===== config.mk =====
export PLATFORM = sky130hd
export DESIGN_NAME = instruction_encoder_flat
export DESIGN_NICKNAME = d
export VERILOG_FILES = /design/src/rtl/riscv_enc_pkg.sv /design/src/rtl/instruction_encoder_if.sv /design/src/rtl/instr_field_pack.sv /design/src/rtl/instruction_encoder.sv /design/src/flat_wrapper.sv
export SDC_FILE = /design/constraint.sdc
export NUM_CORES = 1
export LEC_CHECK = 0
export ABC_AREA = 1
export BUFFER_PORTS_ARGS = -buffer_cell sky130_fd_sc_hd__buf_2
export CAP_MARGIN = 20
export CORE_MARGIN = 8
export CORE_UTILIZATION = 30
export CTS_CLUSTER_DIAMETER = 120
export DETAILED_ROUTE_END_ITERATION = 10
export GPL_TIMING_DRIVEN = 0
export PLACE_DENSITY = 0.63
export SLEW_MARGIN = 20
export SYNTH_ARGS = -nofsm -noshare
export SYNTH_HDL_FRONTEND = slang
export SYNTH_SLANG_ARGS = --single-unit

===== constraint.sdc =====
create_clock -name clk -period 1.8 [get_ports clk]
set_input_delay 0.36 -clock clk [delete_from_list [all_inputs] [get_ports clk]]
set_output_delay 0.36 -clock clk [all_outputs]
set_load 0.02 [all_outputs]

===== src/rtl/riscv_enc_pkg.sv =====
`default_nettype none
// ============================================================================
//  Module      : riscv_enc_pkg
//  Description : Opcode constants, field bundle and range helper for the
//                RV32I instruction encoder.
//  Revision    : 1.0 - initial release
// ============================================================================
package riscv_enc_pkg;

    localparam logic [6:0]  OP_R      = 7'b0110011;
    localparam logic [6:0]  OP_LOAD   = 7'b0000011;
    localparam logic [6:0]  OP_IMM    = 7'b0010011;
    localparam logic [6:0]  OP_STORE  = 7'b0100011;
    localparam logic [6:0]  OP_BRANCH = 7'b1100011;
    localparam logic [6:0]  OP_JAL    = 7'b1101111;
    localparam logic [6:0]  OP_LUI    = 7'b0110111;
    localparam logic [6:0]  OP_AUIPC  = 7'b0010111;
    localparam logic [31:0] NOP_INSTR = 32'h0000_0013;

    typedef struct packed {
        logic [6:0]  opcode;
        logic [4:0]  rd;
        logic [4:0]  rs1;
        logic [4:0]  rs2;
        logic [3:0]  func;
        logic [31:0] imm;
    } enc_fields_t;

    // True when imm[31:msb] are all equal, i.e. the value fits as signed.
    function automatic logic imm_fits(input logic [31:0] imm, input int unsigned msb);
        logic [31:0] w_hi;
        w_hi = 32'($signed(imm) >>> msb);
        return (w_hi == '0) || (w_hi == '1);
    endfunction

endpackage
`default_nettype wire


===== src/rtl/instruction_encoder_if.sv =====
`default_nettype none
// ============================================================================
//  Module      : instruction_encoder_if
//  Description : Field-input / encoded-word-output handshake bundle.
//  Revision    : 1.0 - initial release
// ============================================================================
interface instruction_encoder_if #(
    parameter int ADDR_W = 8
);
    logic              restart;
    logic              in_valid;
    logic              in_ready;
    logic [6:0]        in_opcode;
    logic [4:0]        in_rd;
    logic [4:0]        in_rs1;
    logic [4:0]        in_rs2;
    logic [3:0]        in_func;
    logic [31:0]       in_imm;
    logic              out_valid;
    logic              out_ready;
    logic [31:0]       out_instr;
    logic [ADDR_W-1:0] out_addr;
    logic              out_err;
    logic [7:0]        err_count;

    modport slave (
        input  restart, in_valid, in_opcode, in_rd, in_rs1, in_rs2, in_func, in_imm, out_ready,
        output in_ready, out_valid, out_instr, out_addr, out_err, err_count
    );

    modport master (
        output restart, in_valid, in_opcode, in_rd, in_rs1, in_rs2, in_func, in_imm, out_ready,
        input  in_ready, out_valid, out_instr, out_addr, out_err, err_count
    );
endinterface
`default_nettype wire


===== src/rtl/instr_field_pack.sv =====
`default_nettype none
// ============================================================================
//  Module      : instr_field_pack
//  Description : Combinational packing of decoder-convention fields into an
//                RV32I word plus an immediate-range / opcode error flag.
//  Revision    : 1.0 - initial release
// ============================================================================
module instr_field_pack
    import riscv_enc_pkg::*;
(
    input  enc_fields_t i_fields,
    output logic [31:0] o_instr,
    output logic        o_err
);

    logic [2:0] w_f3;
    assign w_f3 = i_fields.func[3:1];

    always_comb begin
        o_instr = NOP_INSTR;
        o_err   = 1'b0;
        case (i_fields.opcode)
            OP_R: begin
                o_instr = {1'b0, i_fields.func[0], 5'b0, i_fields.rs2, i_fields.rs1,
                           w_f3, i_fields.rd, i_fields.opcode};
            end
            OP_LOAD, OP_IMM: begin
                o_instr = {i_fields.imm[11:0], i_fields.rs1, w_f3, i_fields.rd, i_fields.opcode};
                // Shift-right immediates carry the arithmetic/logical select in bit 30.
                if (w_f3 == 3'b101) o_instr[30] = i_fields.func[0];
                o_err = !imm_fits(i_fields.imm, 11);
            end
            OP_STORE: begin
                o_instr = {i_fields.imm[11:5], i_fields.rs2, i_fields.rs1, w_f3,
                           i_fields.imm[4:0], i_fields.opcode};
                o_err = !imm_fits(i_fields.imm, 11);
            end
            OP_BRANCH: begin
                // Branch imm is in half-word units, so bit 0 of the byte offset is implicit.
                o_instr = {i_fields.imm[11], i_fields.imm[9:4], i_fields.rs2, i_fields.rs1,
                           w_f3, i_fields.imm[3:0], i_fields.imm[10], i_fields.opcode};
                o_err = !imm_fits(i_fields.imm, 11);
            end
            OP_LUI, OP_AUIPC: begin
                o_instr = {i_fields.imm[19:0], i_fields.rd, i_fields.opcode};
                o_err = !imm_fits(i_fields.imm, 19);
            end
            OP_JAL: begin
                o_instr = {i_fields.imm[20], i_fields.imm[10:1], i_fields.imm[11],
                           i_fields.imm[19:12], i_fields.rd, i_fields.opcode};
                o_err = !imm_fits(i_fields.imm, 20) || i_fields.imm[0];
            end
            default: begin
                o_instr = NOP_INSTR;
                o_err   = 1'b1;
            end
        endcase
    end

endmodule
`default_nettype wire


===== src/rtl/instruction_encoder.sv =====
`default_nettype none
// ============================================================================
//  Module      : instruction_encoder
//  Description : Registers one encoded RV32I word per handshake, tagged with a
//                wrapping instruction-memory address and an error counter.
//  Revision    : 1.0 - initial release
// ============================================================================
module instruction_encoder
    import riscv_enc_pkg::*;
#(
    parameter int          ADDR_W    = 8,
    parameter int unsigned BASE_ADDR = 0
) (
    input  logic                   clk,
    input  logic                   rst,
    instruction_encoder_if.slave   bus
);

    localparam logic [ADDR_W-1:0] c_base_addr = ADDR_W'(BASE_ADDR);
    localparam logic [7:0]        c_err_max   = 8'hFF;

    enc_fields_t       w_fields;
    logic [31:0]       w_pack_instr;
    logic              w_pack_err;
    logic              w_in_ready;
    logic              w_accept;
    logic              w_out_hs;

    logic              r_valid;
    logic [31:0]       r_instr;
    logic              r_err;
    logic [ADDR_W-1:0] r_addr;
    logic [7:0]        r_err_count;

    assign w_fields = '{opcode: bus.in_opcode, rd: bus.in_rd, rs1: bus.in_rs1,
                        rs2: bus.in_rs2, func: bus.in_func, imm: bus.in_imm};

    instr_field_pack u_pack (
        .i_fields (w_fields),
        .o_instr  (w_pack_instr),
        .o_err    (w_pack_err)
    );

    // restart masks both sides so it wins over any handshake on the same edge.
    assign w_in_ready = (!r_valid || bus.out_ready) && !bus.restart;
    assign w_accept   = bus.in_valid && w_in_ready;
    assign w_out_hs   = r_valid && bus.out_ready && !bus.restart;

    always_ff @(posedge clk or posedge rst) begin
        if (rst) begin
            r_valid     <= 1'b0;
            r_instr     <= '0;
            r_err       <= 1'b0;
            r_addr      <= c_base_addr;
            r_err_count <= '0;
        end else if (bus.restart) begin
            r_valid <= 1'b0;
            r_addr  <= c_base_addr;
        end else begin
            if (w_out_hs) begin
                r_addr <= r_addr + ADDR_W'(1);
                if (r_err && (r_err_count != c_err_max)) r_err_count <= r_err_count + 8'd1;
            end
            if (w_accept) begin
                r_valid <= 1'b1;
                r_instr <= w_pack_instr;
                r_err   <= w_pack_err;
            end else if (w_out_hs) begin
                r_valid <= 1'b0;
            end
        end
    end

    assign bus.in_ready  = w_in_ready;
    assign bus.out_valid = r_valid;
    assign bus.out_instr = r_instr;
    assign bus.out_addr  = r_addr;
    assign bus.out_err   = r_err;
    assign bus.err_count = r_err_count;

endmodule
`default_nettype wire


===== src/flat_wrapper.sv =====
// flat-port wrapper written by rule: the top's interface ports become plain ports
module instruction_encoder_flat import riscv_enc_pkg::*;
#(
    parameter int          ADDR_W    = 8,
    parameter int unsigned BASE_ADDR = 0
)
  (clk, rst, bus_restart, bus_in_valid, bus_in_opcode, bus_in_rd, bus_in_rs1, bus_in_rs2, bus_in_func, bus_in_imm, bus_out_ready, bus_in_ready, bus_out_valid, bus_out_instr, bus_out_addr, bus_out_err, bus_err_count);
  instruction_encoder_if #(.ADDR_W(ADDR_W)) bus_i ();
  input  logic clk;
  input  logic rst;
  input wire logic [$bits(bus_i.restart)-1:0] bus_restart;
  input wire logic [$bits(bus_i.in_valid)-1:0] bus_in_valid;
  input wire logic [$bits(bus_i.in_opcode)-1:0] bus_in_opcode;
  input wire logic [$bits(bus_i.in_rd)-1:0] bus_in_rd;
  input wire logic [$bits(bus_i.in_rs1)-1:0] bus_in_rs1;
  input wire logic [$bits(bus_i.in_rs2)-1:0] bus_in_rs2;
  input wire logic [$bits(bus_i.in_func)-1:0] bus_in_func;
  input wire logic [$bits(bus_i.in_imm)-1:0] bus_in_imm;
  input wire logic [$bits(bus_i.out_ready)-1:0] bus_out_ready;
  output wire logic [$bits(bus_i.in_ready)-1:0] bus_in_ready;
  output wire logic [$bits(bus_i.out_valid)-1:0] bus_out_valid;
  output wire logic [$bits(bus_i.out_instr)-1:0] bus_out_instr;
  output wire logic [$bits(bus_i.out_addr)-1:0] bus_out_addr;
  output wire logic [$bits(bus_i.out_err)-1:0] bus_out_err;
  output wire logic [$bits(bus_i.err_count)-1:0] bus_err_count;
  assign bus_i.restart = bus_restart;
  assign bus_i.in_valid = bus_in_valid;
  assign bus_i.in_opcode = bus_in_opcode;
  assign bus_i.in_rd = bus_in_rd;
  assign bus_i.in_rs1 = bus_in_rs1;
  assign bus_i.in_rs2 = bus_in_rs2;
  assign bus_i.in_func = bus_in_func;
  assign bus_i.in_imm = bus_in_imm;
  assign bus_i.out_ready = bus_out_ready;
  assign bus_in_ready = bus_i.in_ready;
  assign bus_out_valid = bus_i.out_valid;
  assign bus_out_instr = bus_i.out_instr;
  assign bus_out_addr = bus_i.out_addr;
  assign bus_out_err = bus_i.out_err;
  assign bus_err_count = bus_i.err_count;
  instruction_encoder #(.ADDR_W(ADDR_W), .BASE_ADDR(BASE_ADDR)) u_core (.clk(clk), .rst(rst), .bus(bus_i));
endmodule

==> out/qor.txt, run 1 <==
DP HPWL -> 8260 microns
worst endpoint required time -> 1.99 ns
row count -> 36
Compound-Gate Fraction of Synth Area -> 12.8%
vias -> 3247
fin nets -> 611
worst slew pin tran -> 0.604 ns
setup slack, reg-to-reg -> 0.22 ns
Slew headroom -> 59.7%
clock buffer depth -> 2
register area share after synthesis -> 42.4%
Worst Hold Class -> in2async
Yosys reg bits -> 50
Unique masters post-synth -> 31
1st-iter DRT viols -> 203
diodes inserted -> 0
Hold-fix buffers, CTS -> 0
Pwr Density -> 677 mW/mm^2
Hold WS -> 0.110 ns
final worst-path cycle share -> 88.0%
Num CTS Buffers -> 5
XOR/XNOR share of the synthesized area -> 2.08%
crit path capture type -> register
Synth-to-Final Area Change -> 29.2%
dominant cells by area after synthesis -> dfrtp_1, nand2_1, inv_1
initial core utilization -> 30.5%
first-pass GRT wire length -> 15800 microns
root buf cell -> clkbuf_8
Post-Syn Nets -> 491
largest family of logic cells by synthesized area -> simple AND/OR/NAND/NOR gates
FFs w/ async S/R, synth -> 100%
VDD IR max -> 0.362 mV
Tmin final -> 1.58 ns
clk slew on worst S/H paths -> 0.10 ns
reg2reg start -> u_core.bus.out_valid$_DFFE_PP0P_
status -> finished, final reports clean
clock latency on the worst-skew pair -> 0.31 ns
mapped cell area -> 0.00295 sq mm
FF-to-FF path depth -> 6
Critical Path Fanout Max -> 10
Final ANT Viol Nets -> 0
# IOs -> 114
WP data arrival -> 1.77 ns
largest net degree at the start of global routing -> 27
share of the synthesized area in the top cell type -> 42.4%
vias per cell -> 4.78
RePlAce Congestion -> 0.885
CTS H-tree lvls -> 2
Pre-Repair DR Iteration Count -> 5
Max Cap Violations -> 0
final setup fails -> 0
RSZ-0062 raised after global routing -> false
DR DRC count -> 0
GR Overflow Total -> 0
drt total wl -> 9990 microns
initial antenna violation count -> 0
Final Util -> 39.4%
Final Hold Vio Count -> 0
count leader, synth -> nand2_1
Clock Skew -> 0.00886 ns
clock sinks -> 50
Syn Area/Cell -> 6.93 sq um
post-synthesis mux area share -> 0%
Setup Crit Path Kind -> reg2reg
Synth Flop Type -> dfrtp_1
Final Instance Area -> 0.00381 sq mm
max-slew violations -> 0
DP Area -> 0.00370 sq mm
vias in the first global route -> 3243
synth warn -> 0
PortBufs -> 112
r2r endpoint -> u_core.bus.out_instr[0]$_DFFE_PP0P_
Die Height -> 115 microns
number of synthesized flops with an enable pin -> 0
Avg WL per Cell -> 14.7 microns
share of cells above drive strength 1 -> 26.7%
CTS tree -> built
Core Area -> 0.00968 sq mm
Syn Inst Count -> 426
GRT Total Usage -> 15.1%
FMAX -> 631 MHz
post_cts resized -> 0
Synth Area in Adders -> 0.848%
Leak Pwr -> 2.10 nW
Synth Area in Simple Gates -> 34.2%
setup repair bufs after CTS -> 0
die width -> 115 microns
setup total negative slack -> 0 ns
top cells by count, synth -> nand2_1, dfrtp_1, inv_1
cell taking the most area after synthesis -> dfrtp_1
crit path launch type -> register
Die Area -> 0.0133 sq mm
critical path, stage by stage (launching register included):
cell and delay [ns]:
dfrtp_1 0.38, inv_1 0.05, nor2_1 0.16, nor2_2 0.07, nand2_2 0.17, clkinv_1 0.29, or2_2 0.36
how the worst max path moves through the flow:
stage,start,end,slack (ns),depth (start not counted)
floorplan,rst,u_core.bus.err_count[0]$_DFFE_PP0P_,0.24,1
global placement,rst,u_core.bus.out_instr[31]$_DFFE_PP0P_,-0.46,2
detailed placement,bus_in_opcode[6],u_core.bus.out_instr[4]$_DFFE_PP0P_,0.1,8
CTS,u_core.bus.out_valid$_DFFE_PP0P_,u_core.bus.out_instr[0]$_DFFE_PP0P_,0.21,6
global route,u_core.bus.out_addr[0]$_DFFE_PP0P_,u_core.bus.out_addr[6]$_DFFE_PP0P_,0.05,7
finish,u_core.bus.out_valid$_DFFE_PP0P_,u_core.bus.out_instr[0]$_DFFE_PP0P_,0.22,6
through the flow:
step           setup WS, ns  cells  power (W)
6_report              0.216    680    0.00258
5_1_grt              0.0464    680    0.00274
4_1_cts               0.211    680    0.00262
3_5_place_dp          0.100    672    0.00180
3_3_place_gp         -0.456    671    0.00178
2_1_floorplan         0.239    426    0.00156
cells in the final DEF, fill, tap and decap left out, drive strengths merged:
master	n
o211ai	1
xnor2	5
bufinv	1
nand4	3
clkbuf	8
nand3	28
o21a	1
clkinvlp	2
nor2	47
nor3	6
dfrtp	50
a21o	1
and3	1
inv	50
o21ai	38
o22ai	8
ha	2
o221ai	1
clkinv	1
nor3b	3
a21oi	19
or2	4
buf	118
xor2	2
nand2	147
cells by family (layout without fill, tap and decap cells):
logic type,count (synthesis),after routing
xor gates and xnor gates,7,7
AOI/OAI and AO/OA,69,69
DFF,50,50
and+or+nand+nor,239,239
buffers and inverters,59,180
adders and majority gates,2,2
registers in the layout, indices dropped and copies added (netlist names):
register and cells:
u_core.bus.out_err 1, u_core.bus.err_count 8, u_core.bus.out_instr 32, u_core.bus.out_valid 1, u_core.bus.out_addr 8
where the power goes:
group / internal [W] / leakage [nW] / switching [W] / total, W
Sequential: 0.00119 / 0.670 / 0.0000703 / 0.00126
Combinational: 0.000181 / 1.38 / 0.000327 / 0.000508
Clock: 0.000414 / 0.0504 / 0.000399 / 0.000813
Total: 0.00178 / 2.10 / 0.000796 / 0.00258
final cells by class:
type / instances / area (sq um)
clock inverter: 3 / 45.0
sequential: 50 / 1250
buffer: 8 / 36.3
timing repair buffer: 113 / 581
clock buffer: 5 / 68.8
fill: 1028 / 5870
multi-input combinational: 317 / 1470
tap: 133 / 166
inverter: 51 / 191
layer usage:
metal,global-route usage (%),part of all wire (%)
met5,0,0
met4,4.38,1.7
met3,3.36,7.6
met2,25.1,46
met1,19.0,45
Power figures use the tool's default switching activity.
==> inputs of run 2 (changes only) <==
CORE_ASPECT_RATIO = 0.9   (was default)
CORE_UTILIZATION = 49   (was 30)
GPL_ROUTABILITY_DRIVEN = 0   (was default)
PLACE_DENSITY = 0.89   (was 0.63)
==> run 2 against run 1 <==
Effect of this change: non-clock buffer count stayed put; via count is 1.4% higher; combinational power hardly changed; critical path depth stayed put; critical path type unchanged; final cell count is 9.0% lower; register-to-register slack better by 0.03 ns; sequential share of layout area is 0.87 points higher.
==> out/qor.txt, run 2 (synthesized netlist as in run 1, its figures left out) <==
clock buffer depth -> 2 (unchanged)
PortBufs -> 112 (unchanged)
GRT Total Usage -> 21.0% (+6.0 points)
Leak Pwr -> 2.10 nW (-0.10%)
Hold-fix buffers, CTS -> 0 (unchanged)
CTS H-tree lvls -> 2 (unchanged)
# IOs -> 114 (unchanged)
setup repair bufs after CTS -> 0 (unchanged)
FF-to-FF path depth -> 6 (unchanged)
Pre-Repair DR Iteration Count -> 5 (unchanged)
Setup Crit Path Kind -> reg2reg
RSZ-0062 raised after global routing -> false
Avg WL per Cell -> 14.3 microns (-2.7%)
Synth-to-Final Area Change -> 25.8%
final worst-path cycle share -> 86.3% (-1.7 points)
first-pass GRT wire length -> 14900 microns (-5.3%)
final setup margin -> 0.247 ns (+0.0306 ns)
Pwr Density -> 657 mW/mm^2 (-2.8%)
Clock Skew -> 0.0109 ns (+0.00201 ns)
DR DRC count -> 0 (unchanged)
VDD IR max -> 0.311 mV (-14%)
DP Cell Count -> 611 (-9.1%)
Core Area -> 0.00598 sq mm (-38%)
Final Non-Filler Cells -> 619 (-9.0%)
crit path launch type -> register
setup slack, reg-to-reg -> 0.25 ns (+0.03 ns)
CTS tree -> built
Num CTS Buffers -> 5 (unchanged)
worst slew pin tran -> 0.404 ns (-0.201 ns)
clk slew on worst S/H paths -> 0.09 ns (about the same)
Final Hold Vio Count -> 0 (unchanged)
vias -> 3293 (+1.4%)
largest net degree at the start of global routing -> 37 (+37%)
initial antenna violation count -> 0 (unchanged)
worst endpoint required time -> 2.00 ns (about the same)
reg2reg start -> u_core.bus.out_valid$_DFFE_PP0P_
final setup fails -> 0 (unchanged)
Final Util -> 62.1% (+23 points)
die width -> 97.8 microns (-15%)
Die Height -> 89.6 microns (-22%)
diodes inserted -> 0 (unchanged)
register area -> 0.00125 sq mm (unchanged)
Final ANT Viol Nets -> 0 (unchanged)
share of cells above drive strength 1 -> 26.5% (-0.18 points)
Die Area -> 0.00877 sq mm (-34%)
max-slew violations -> 0 (unchanged)
initial core utilization -> 49.4% (+19 points)
Largest register FFs -> 32 (unchanged)
filler instances -> 539 (-48%)
Max Cap Violations -> 0 (unchanged)
post_cts resized -> 0 (unchanged)
WP data arrival -> 1.75 ns (-0.02 ns)
DP HPWL -> 7280 microns (-12%)
GR Overflow Total -> 0 (unchanged)
worst setup path endpoint -> u_core.bus.out_instr[1]$_DFFE_PP0P_
fin nets -> 611 (unchanged)
1st-iter DRT viols -> 203 (unchanged)
leading cell type in the layout, fill and taps excluded -> nand2_1
Tmin final -> 1.55 ns (-0.0306 ns)
FMAX -> 644 MHz (+2.0%)
vias per cell -> 5.32 (+11%)
clock sinks -> 50 (unchanged)
Critical Path Fanout Max -> 10 (unchanged)
total power -> 0.00244 W (-5.4%)
r2r endpoint -> u_core.bus.out_instr[1]$_DFFE_PP0P_
Critical Path Source -> u_core.bus.out_valid$_DFFE_PP0P_
crit path capture type -> register
root buf cell -> clkbuf_8
Slew headroom -> 73.1% (+13 points)
drt total wl -> 8850 microns (-11%)
vias in the first global route -> 3319 (+2.3%)
clock latency on the worst-skew pair -> 0.31 ns (about the same)
status -> finished, final reports clean
Worst Hold Class -> in2async
row count -> 27 (-25%)
most frequent cells in the layout -> nand2_1, buf_2, dfrtp_1
worst slack at placement -> 0.107 ns (+0.00689 ns)
area of the multi-input gates -> 0.00147 sq mm (unchanged)
## run 2: worst max-delay path, cell delays in order, from the launching register on
cell and delay (ns):
dfrtp_1 0.36, inv_1 0.04, nor2_1 0.14, nor2_2 0.06, nand2_2 0.17, clkinv_1 0.30
or2_2 0.37
## run 2: through the flow
stage	instance area, sq um	hold WS, ns	TNS (ns)
6_report	3710	0.00588	0
3_3_place_gp	3600	0.450	-17.03
5_1_grt	3710	0.0194	0
2_1_floorplan	2950	0.490	0
3_5_place_dp	3620	0.340	0
4_1_cts	3710	0.00610	0
## run 2: worst min-delay path by stage
| stage | start | endpoint | slack, ns | cells after the start |
|---|---|---|---|---|
| 6_report | rst | u_core.bus.out_valid$_DFFE_PP0P_ | 0.006 | 2 |
| 2_1_floorplan | bus_in_valid | u_core.bus.out_valid$_DFFE_PP0P_ | 0.49 | 2 |
| 4_1_cts | rst | u_core.bus.out_valid$_DFFE_PP0P_ | 0.006 | 2 |
| 5_1_grt | rst | u_core.bus.out_valid$_DFFE_PP0P_ | 0.02 | 2 |
| 3_3_place_gp | u_core.bus.out_instr[1]$_DFFE_PP0P_ | u_core.bus.out_instr[1]$_DFFE_PP0P_ | 0.45 | 1 |
| 3_5_place_dp | rst | u_core.bus.err_count[6]$_DFFE_PP0P_ | 0.34 | 2 |
## run 2: cell type report
class / count / share of cell area (%)
multi-input combinational: 317 / 39.7
inverter: 51 / 5.15
timing repair buffer: 113 / 15.6
clock inverter: 1 / 0.135
buffer: 8 / 0.977
tap: 72 / 2.43
clock buffer: 7 / 2.32
sequential: 50 / 33.7
## run 2: metal layers
metal	up-vias	part of all wire (%)	track usage, %
met5	-	0	0
met4	0	2.9	10.3
met3	24	9.0	5.55
met2	176	46	34.4
met1	1497	42	25.7
li1	1596	-	-
## run 2: power by group
part / leakage (nW) / switching [W] / internal, W
sequential: 0.670 / 0.0000711 / 0.00119
combinational: 1.38 / 0.000329 / 0.000181
clock: 0.0482 / 0.000361 / 0.000311
total: 2.10 / 0.000761 / 0.00168
